File: config.mk
export PLATFORM = sky130hd
export DESIGN_NAME = fwd_hazard_ctrl
export DESIGN_NICKNAME = d
export VERILOG_FILES = /design/src/rtl/fwd_hazard_ctrl.sv
export SDC_FILE = /design/constraint.sdc
export NUM_CORES = 1
export LEC_CHECK = 0
export CORE_MARGIN = 1.5
export CORE_UTILIZATION = 44
export CTS_CLUSTER_SIZE = 14
export DETAILED_ROUTE_END_ITERATION = 10
export PLACE_DENSITY = 0.84
export SYNTH_ARGS = -nofsm -noshare
export SYNTH_HDL_FRONTEND = slang
export SYNTH_SLANG_ARGS = --single-unit
File: constraint.sdc
create_clock -name clk -period 1.67 [get_ports clk]
set_input_delay 0.167 -clock clk [delete_from_list [all_inputs] [get_ports clk]]
set_output_delay 0.167 -clock clk [all_outputs]
set_load 0.02 [all_outputs]
File: src/rtl/fwd_hazard_ctrl.sv
// rtl/fwd_hazard_ctrl.sv - decode-stage slot tracker producing operand-forwarding selects and write-back address
// Optional load-use interlock: define FWD_LOAD_STALL_EN.
module fwd_hazard_ctrl #(
  parameter int SCRATCH_REG = 31,
  parameter int IW          = 24
) (
  input  logic          clk,
  input  logic          rst,
  input  logic [IW-1:0] ins_in,
  input  logic          ins_in_valid,
  output logic [IW-1:0] ins,
  output logic [7:0]    imm,
  output logic          imm_sel,
  output logic [1:0]    mux_sel_A,
  output logic [1:0]    mux_sel_B,
  output logic [4:0]    RW_dm,
  output logic          stall
);

  localparam logic [4:0] SCR = 5'(SCRATCH_REG);

  logic       d_valid;
  logic [1:0] d_cls;
  logic [4:0] d_rd, d_rs1, d_rs2;
  logic       d_writes;

  // E/M/W keep only what forwarding needs: a combined valid&writes bit and rd.
  logic       e_wr, m_wr, w_wr;
  logic [4:0] e_rd, m_rd, w_rd;

  logic [1:0] sel_a, sel_b;

  assign d_cls    = ins[23:22];
  assign d_rd     = ins[18:14];
  assign d_rs1    = ins[13:9];
  assign d_rs2    = ins[8:4];
  assign d_writes = d_valid && (d_cls != 2'b11);

  function automatic logic [1:0] pick(
    input logic [4:0] r,
    input logic       ew, input logic [4:0] erd,
    input logic       mw, input logic [4:0] mrd,
    input logic       ww, input logic [4:0] wrd
  );
    logic [1:0] s;
    s = 2'b00;
    if (r != SCR) begin
      if (ew && erd == r)      s = 2'b01;
      else if (mw && mrd == r) s = 2'b10;
      else if (ww && wrd == r) s = 2'b11;
    end
    return s;
  endfunction

  always_comb begin
    sel_a = 2'b00;
    sel_b = 2'b00;
    if (d_valid) begin
      sel_a = pick(d_rs1, e_wr, e_rd, m_wr, m_rd, w_wr, w_rd);
      if (d_cls != 2'b01)
        sel_b = pick(d_rs2, e_wr, e_rd, m_wr, m_rd, w_wr, w_rd);
    end
  end

`ifdef FWD_LOAD_STALL_EN
  logic e_load;
  logic d_load;
  logic hazard;

  assign d_load = d_valid && (d_cls == 2'b10);
  // rs2 is a real source only for reg-reg ALU and store/branch.
  assign hazard = d_valid && e_load && (e_rd != SCR) &&
                  ((d_rs1 == e_rd) ||
                   (((d_cls == 2'b00) || (d_cls == 2'b11)) && (d_rs2 == e_rd)));
  assign stall  = hazard && !rst;

  always_ff @(posedge clk) begin
    if (rst)
      e_load <= 1'b0;
    else if (stall)
      e_load <= 1'b0;
    else
      e_load <= d_load;
  end
`else
  assign stall = 1'b0;
`endif

  always_ff @(posedge clk) begin
    if (rst) begin
      d_valid   <= 1'b0;
      ins       <= '0;
      e_wr      <= 1'b0;
      e_rd      <= '0;
      m_wr      <= 1'b0;
      m_rd      <= '0;
      w_wr      <= 1'b0;
      w_rd      <= '0;
      imm       <= '0;
      imm_sel   <= 1'b0;
      mux_sel_A <= 2'b00;
      mux_sel_B <= 2'b00;
      RW_dm     <= SCR;
    end else begin
      w_wr  <= m_wr;
      w_rd  <= m_rd;
      m_wr  <= e_wr;
      m_rd  <= e_rd;
      // Bank writes every cycle, so anything not writing is steered to scratch.
      RW_dm <= e_wr ? e_rd : SCR;
      if (stall) begin
        e_wr      <= 1'b0;
        e_rd      <= '0;
        imm       <= '0;
        imm_sel   <= 1'b0;
        mux_sel_A <= 2'b00;
        mux_sel_B <= 2'b00;
      end else begin
        e_wr      <= d_writes;
        e_rd      <= d_rd;
        imm       <= d_valid ? ins[7:0] : 8'h00;
        imm_sel   <= d_valid && (d_cls == 2'b01);
        mux_sel_A <= sel_a;
        mux_sel_B <= sel_b;
        d_valid   <= ins_in_valid;
        ins       <= ins_in_valid ? ins_in : '0;
      end
    end
  end

endmodule

==> results.rst <==
.. list-table::
   :header-rows: 1

   * - Metric
     - Value
   * - Result of the run
     - finished clean
   * - DR vias/cell
     - 4.586
   * - Synthesized-area fraction occupied by ao, oa, aoi and oai cells
     - 1.460%
   * - Die boundary height
     - 71.38 um
   * - Antenna-violating nets left
     - 0
   * - Total clock sinks
     - 61
   * - Number of antenna violations at the first check in global routing
     - 0
   * - Sequential fraction of the synthesis area
     - 59.37%
   * - Post-Layout Cell Count
     - 314
   * - Power density relative to cell area
     - 1040 nW/um2
   * - Main area contributors after synthesis
     - sky130_fd_sc_hd__dfxtp_1, sky130_fd_sc_hd__xor2_1, sky130_fd_sc_hd__and2_1
   * - Prevailing post-synth register cell
     - sky130_fd_sc_hd__dfxtp_1
   * - Net switching power figure
     - 0.0006728 W
   * - Final Hold Viols
     - 0
   * - Root Buffer
     - sky130_fd_sc_hd__clkbuf_8
   * - Count of buffer and inverter cells on the critical path
     - 1
   * - Number of levels the H-tree was split into
     - 3
   * - Total number of yosys warnings
     - 0
   * - TritonCTS clock tree
     - built
   * - Fraction of power spent switching nets
     - 21.57%
   * - Required @ worst endpoint
     - 1500 ps
   * - Share of the core filled with cells in the final layout
     - 67.97%
   * - Floorplan row count
     - 24
   * - Max stage delay cell, worst path
     - sky130_fd_sc_hd__clkdlybuf4s50_1
   * - Global route overflow
     - 0
   * - Count of flip-flops with a built-in enable after synthesis
     - 0
   * - Initial Utilization
     - 46.60%
   * - Biggest area consumer among synthesized cells
     - sky130_fd_sc_hd__dfxtp_1
   * - Xor and xnor area share after synthesis
     - 12.77%
   * - Area share of and/or/nand/nor cells after synthesis
     - 24.94%
   * - Type of the worst setup path
     - register to output pin
   * - Max Root-Sink Buffers
     - 2
   * - Share of total power in sequential cells
     - 49.1%
   * - Top fanout value on the critical path
     - 5
   * - Part of the cycle the worst path needs
     - 98.88%
   * - Antenna diode count
     - 0
   * - Peak supply drop
     - 0.0006863 V
   * - Cell count after synthesis
     - 183
   * - Multi-input gate area
     - 809.5 um2
   * - Pre-Repair DR Iteration Count
     - 4
   * - Core outline area
     - 4414 um2
   * - Number of pins with negative max-slew slack in the final report
     - 0
   * - Most frequent cell after synthesis
     - sky130_fd_sc_hd__dfxtp_1
   * - Highest achievable clock rate
     - 0.6056 GHz
   * - Internal power
     - 0.002447 W
   * - Critical path endpoint category
     - output pin
   * - Fillcell total
     - 346
   * - Pin count of the biggest net entering global routing
     - 26
   * - Ratio of cells with drive above 1 in the final layout
     - 9.160%
   * - Detailed-placement wirelength estimate
     - 2862 um
   * - Area enclosed by the die boundary
     - 5094 um2
   * - Max-Cap Viols
     - 0
   * - Worst path max stage delay
     - 670 ps
   * - PnR Total Power
     - 0.003119 W
   * - Layout Area Growth over Synthesis
     - 45.86%
   * - Crit path DAT
     - 1480 ps
   * - Category of cells accounting for the largest share of critical-path delay
     - buffers and inverters
   * - Placed Instances
     - 298
   * - I/O Buffers
     - 68
   * - Cell types with the highest counts after synthesis
     - sky130_fd_sc_hd__dfxtp_1, sky130_fd_sc_hd__and2_1, sky130_fd_sc_hd__xor2_1, sky130_fd_sc_hd__nor2b_1, sky130_fd_sc_hd__xnor2_1
   * - Leak
     - 1.336 nW
   * - Horizontal die dimension
     - 71.38 um
   * - Number of nets at the end of the flow
     - 284
   * - Count of state elements after synthesis
     - 61
   * - Count of boundary I/O pins
     - 70
   * - Critical Path Source Type
     - register
   * - Unrepaired setup endpoints after global routing
     - false
   * - FF+latch area
     - 1222 um2
   * - Max-Slew Margin vs Limit
     - 26.13%
   * - Post-synthesis instance area
     - 2057 um2
   * - Asr flop ratio synth
     - 0%
   * - Worst skew pair latency
     - 330 ps
   * - WL final
     - 3962 um
   * - Worst clock skew
     - 4.045 ps
   * - Global-route usage over all layers
     - 16.65%
   * - Share of synthesized area spent on multiplexers
     - 0%
   * - Gp weighted congestion
     - 0.8401
   * - Net Count, Synth
     - 210
   * - Post-CTS clock slew at the launch and capture registers of the worst setup and hold paths
     - 60 ps
   * - Fraction of synthesized cell area taken by the top area cell type
     - 59.37%
   * - Clock buffer count from CTS
     - 9
   * - DRC errors left
     - 0
   * - DR WL/cell
     - 12.62 um
   * - Unique cell type count in the Yosys netlist
     - 28
   * - Clock share of power
     - 42.8%
   * - Worst hold slack across all endpoints
     - 391.7 ps
   * - Hold crit path type
     - input port to register
   * - Post-synthesis area per instance
     - 11.24 um2
   * - Adder-cell share of the synthesized area
     - 0%
   * - Starting DRT DRC Count
     - 84
   * - Worst-Margin Slew
     - 1106 ps
   * - Final number of setup-violating endpoints
     - 0
   * - Combinational share of power
     - 8.0%
   * - First-pass GRT wire length
     - 6182 um
   * - DR vias
     - 1,440
   * - Clock period minus final worst setup slack
     - 1651 ps
   * - Critical Path, Cell by Cell
     - clkdlybuf4s50_1
   * - Vias in the first global route
     - 1,314
   * - Number of setup buffers added after CTS
     - 0
   * - Dominant combinational cell family by area after synthesis
     - simple AND/OR/NAND/NOR gates
==> power by group through the flow <==
stage | logic [W] | registers (W) | clock network, W
6_report | 0.000251 | 0.00153 | 0.00134
5_1_grt | 0.000272 | 0.00154 | 0.00141
4_1_cts | 0.000253 | 0.00153 | 0.00135
3_5_place_dp | 0.000251 | 0.00157 | 0
3_3_place_gp | 0.000247 | 0.00156 | 0
2_1_floorplan | 0.0000876 | 0.00159 | 0
==> path summary, 6_finish.rpt <==
check	slack (ps)	to	from	cells past startpoint
hold reg to reg	460	imm[0]	ins[0]	1
setup reg to reg	200	mux_sel_B[1]	ins[4]	5
setup / recovery	20	ins[9]	ins[9]	1
hold / removal	390	ins[10]	ins_in[10]	2
==> per-stage QoR <==
stage	worst slack [ps]	cell area [um2]	TNS [ps]
after floorplan	313.5	2057	0
after global placement	-134.4	2784	-3157
after detailed placement	-163.4	2784	-3616
after CTS	6.953	2993	0
after global routing	2.943	3000	0
final	18.78	3000	0
==> per-layer routing <==
metal	global-route usage [%]	up-vias	share of wire, %
met3	6.188	6	5.7
met1	19.89	659	42
met2	25.82	49	50
met5	0	-	0
li1	-	726	-
met4	9.434	0	1.7
==> layout make-up <==
type,count,area share (%)
flip-flops and latches,61,40.74
repair buffers,69,23.10
clock buffers,12,5.505
well taps,52,2.168
clock inverters,4,1.501
multi-input cells,116,26.98
==> repair_timing <==
action / CTS / global route
resized for setup: 3 / 3
gates cloned: 0 / 0
endpoints found under the setup margin: 3 / 3
hold buffers: 0 / 0
==> worst register-to-register path, delay by kind of cell, from the launching register on <==
kind | cells | cell delay, ps
xor gates and xnor gates | 1 | 120
DFF | 1 | 470
and+or+nand+nor | 4 | 790
==> layout by cell type (no fill, tap or decap) <==
cell	netlist	final
sky130_fd_sc_hd__xor2_1	24	24
sky130_fd_sc_hd__dlygate4sd2_1	0	2
sky130_fd_sc_hd__xnor2_1	6	6
sky130_fd_sc_hd__and2_1	31	31
sky130_fd_sc_hd__a21oi_1	2	2
sky130_fd_sc_hd__nor3b_1	1	1
sky130_fd_sc_hd__and3_1	2	2
sky130_fd_sc_hd__o21ai_0	1	1
sky130_fd_sc_hd__nand2_1	3	3
sky130_fd_sc_hd__dfxtp_1	61	60
sky130_fd_sc_hd__o211ai_1	1	1
sky130_fd_sc_hd__nor4_1	5	5
sky130_fd_sc_hd__or2b_1	1	1
sky130_fd_sc_hd__clkdlybuf4s50_1	0	63
sky130_fd_sc_hd__and3_2	1	1
sky130_fd_sc_hd__conb_1	1	1
sky130_fd_sc_hd__and2b_1	2	2
sky130_fd_sc_hd__nor2b_4	1	1
sky130_fd_sc_hd__nor4_2	1	1
sky130_fd_sc_hd__and2_2	1	1
sky130_fd_sc_hd__nor2b_2	1	1
sky130_fd_sc_hd__nor3_1	1	1
sky130_fd_sc_hd__nand2b_1	5	5
sky130_fd_sc_hd__nor2_1	1	1
sky130_fd_sc_hd__bufinv_16	0	1
sky130_fd_sc_hd__dfxtp_2	0	1
sky130_fd_sc_hd__buf_4	1	1
sky130_fd_sc_hd__nor2b_1	17	17
sky130_fd_sc_hd__dlymetal6s2s_1	0	3
sky130_fd_sc_hd__nand3_1	5	5
sky130_fd_sc_hd__clkinv_2	0	3
sky130_fd_sc_hd__clkbuf_8	0	12
sky130_fd_sc_hd__a21boi_0	1	1
sky130_fd_sc_hd__nor3b_2	1	1
==> cell families (layout without fill, tap and decap cells) <==
kind of cell              Yosys count  in the layout
buffers and inverters               6             85
and+or+nand+nor                    80             80
AOI/OAI and AO/OA                   5              5
other                               1              1
xor gates and xnor gates           30             30
DFF                                61             61
==> state kept, by name, indices dropped and copies added, names as in the netlist <==
register	flops
RW_dm	5
d_valid	1
e_rd	5
e_wr	1
imm	8
imm_sel	1
ins	24
m_rd	5
m_wr	1
mux_sel_A	2
mux_sel_B	2
w_rd	5
w_wr	1
Note: power is estimated with default switching activity, not from simulation.
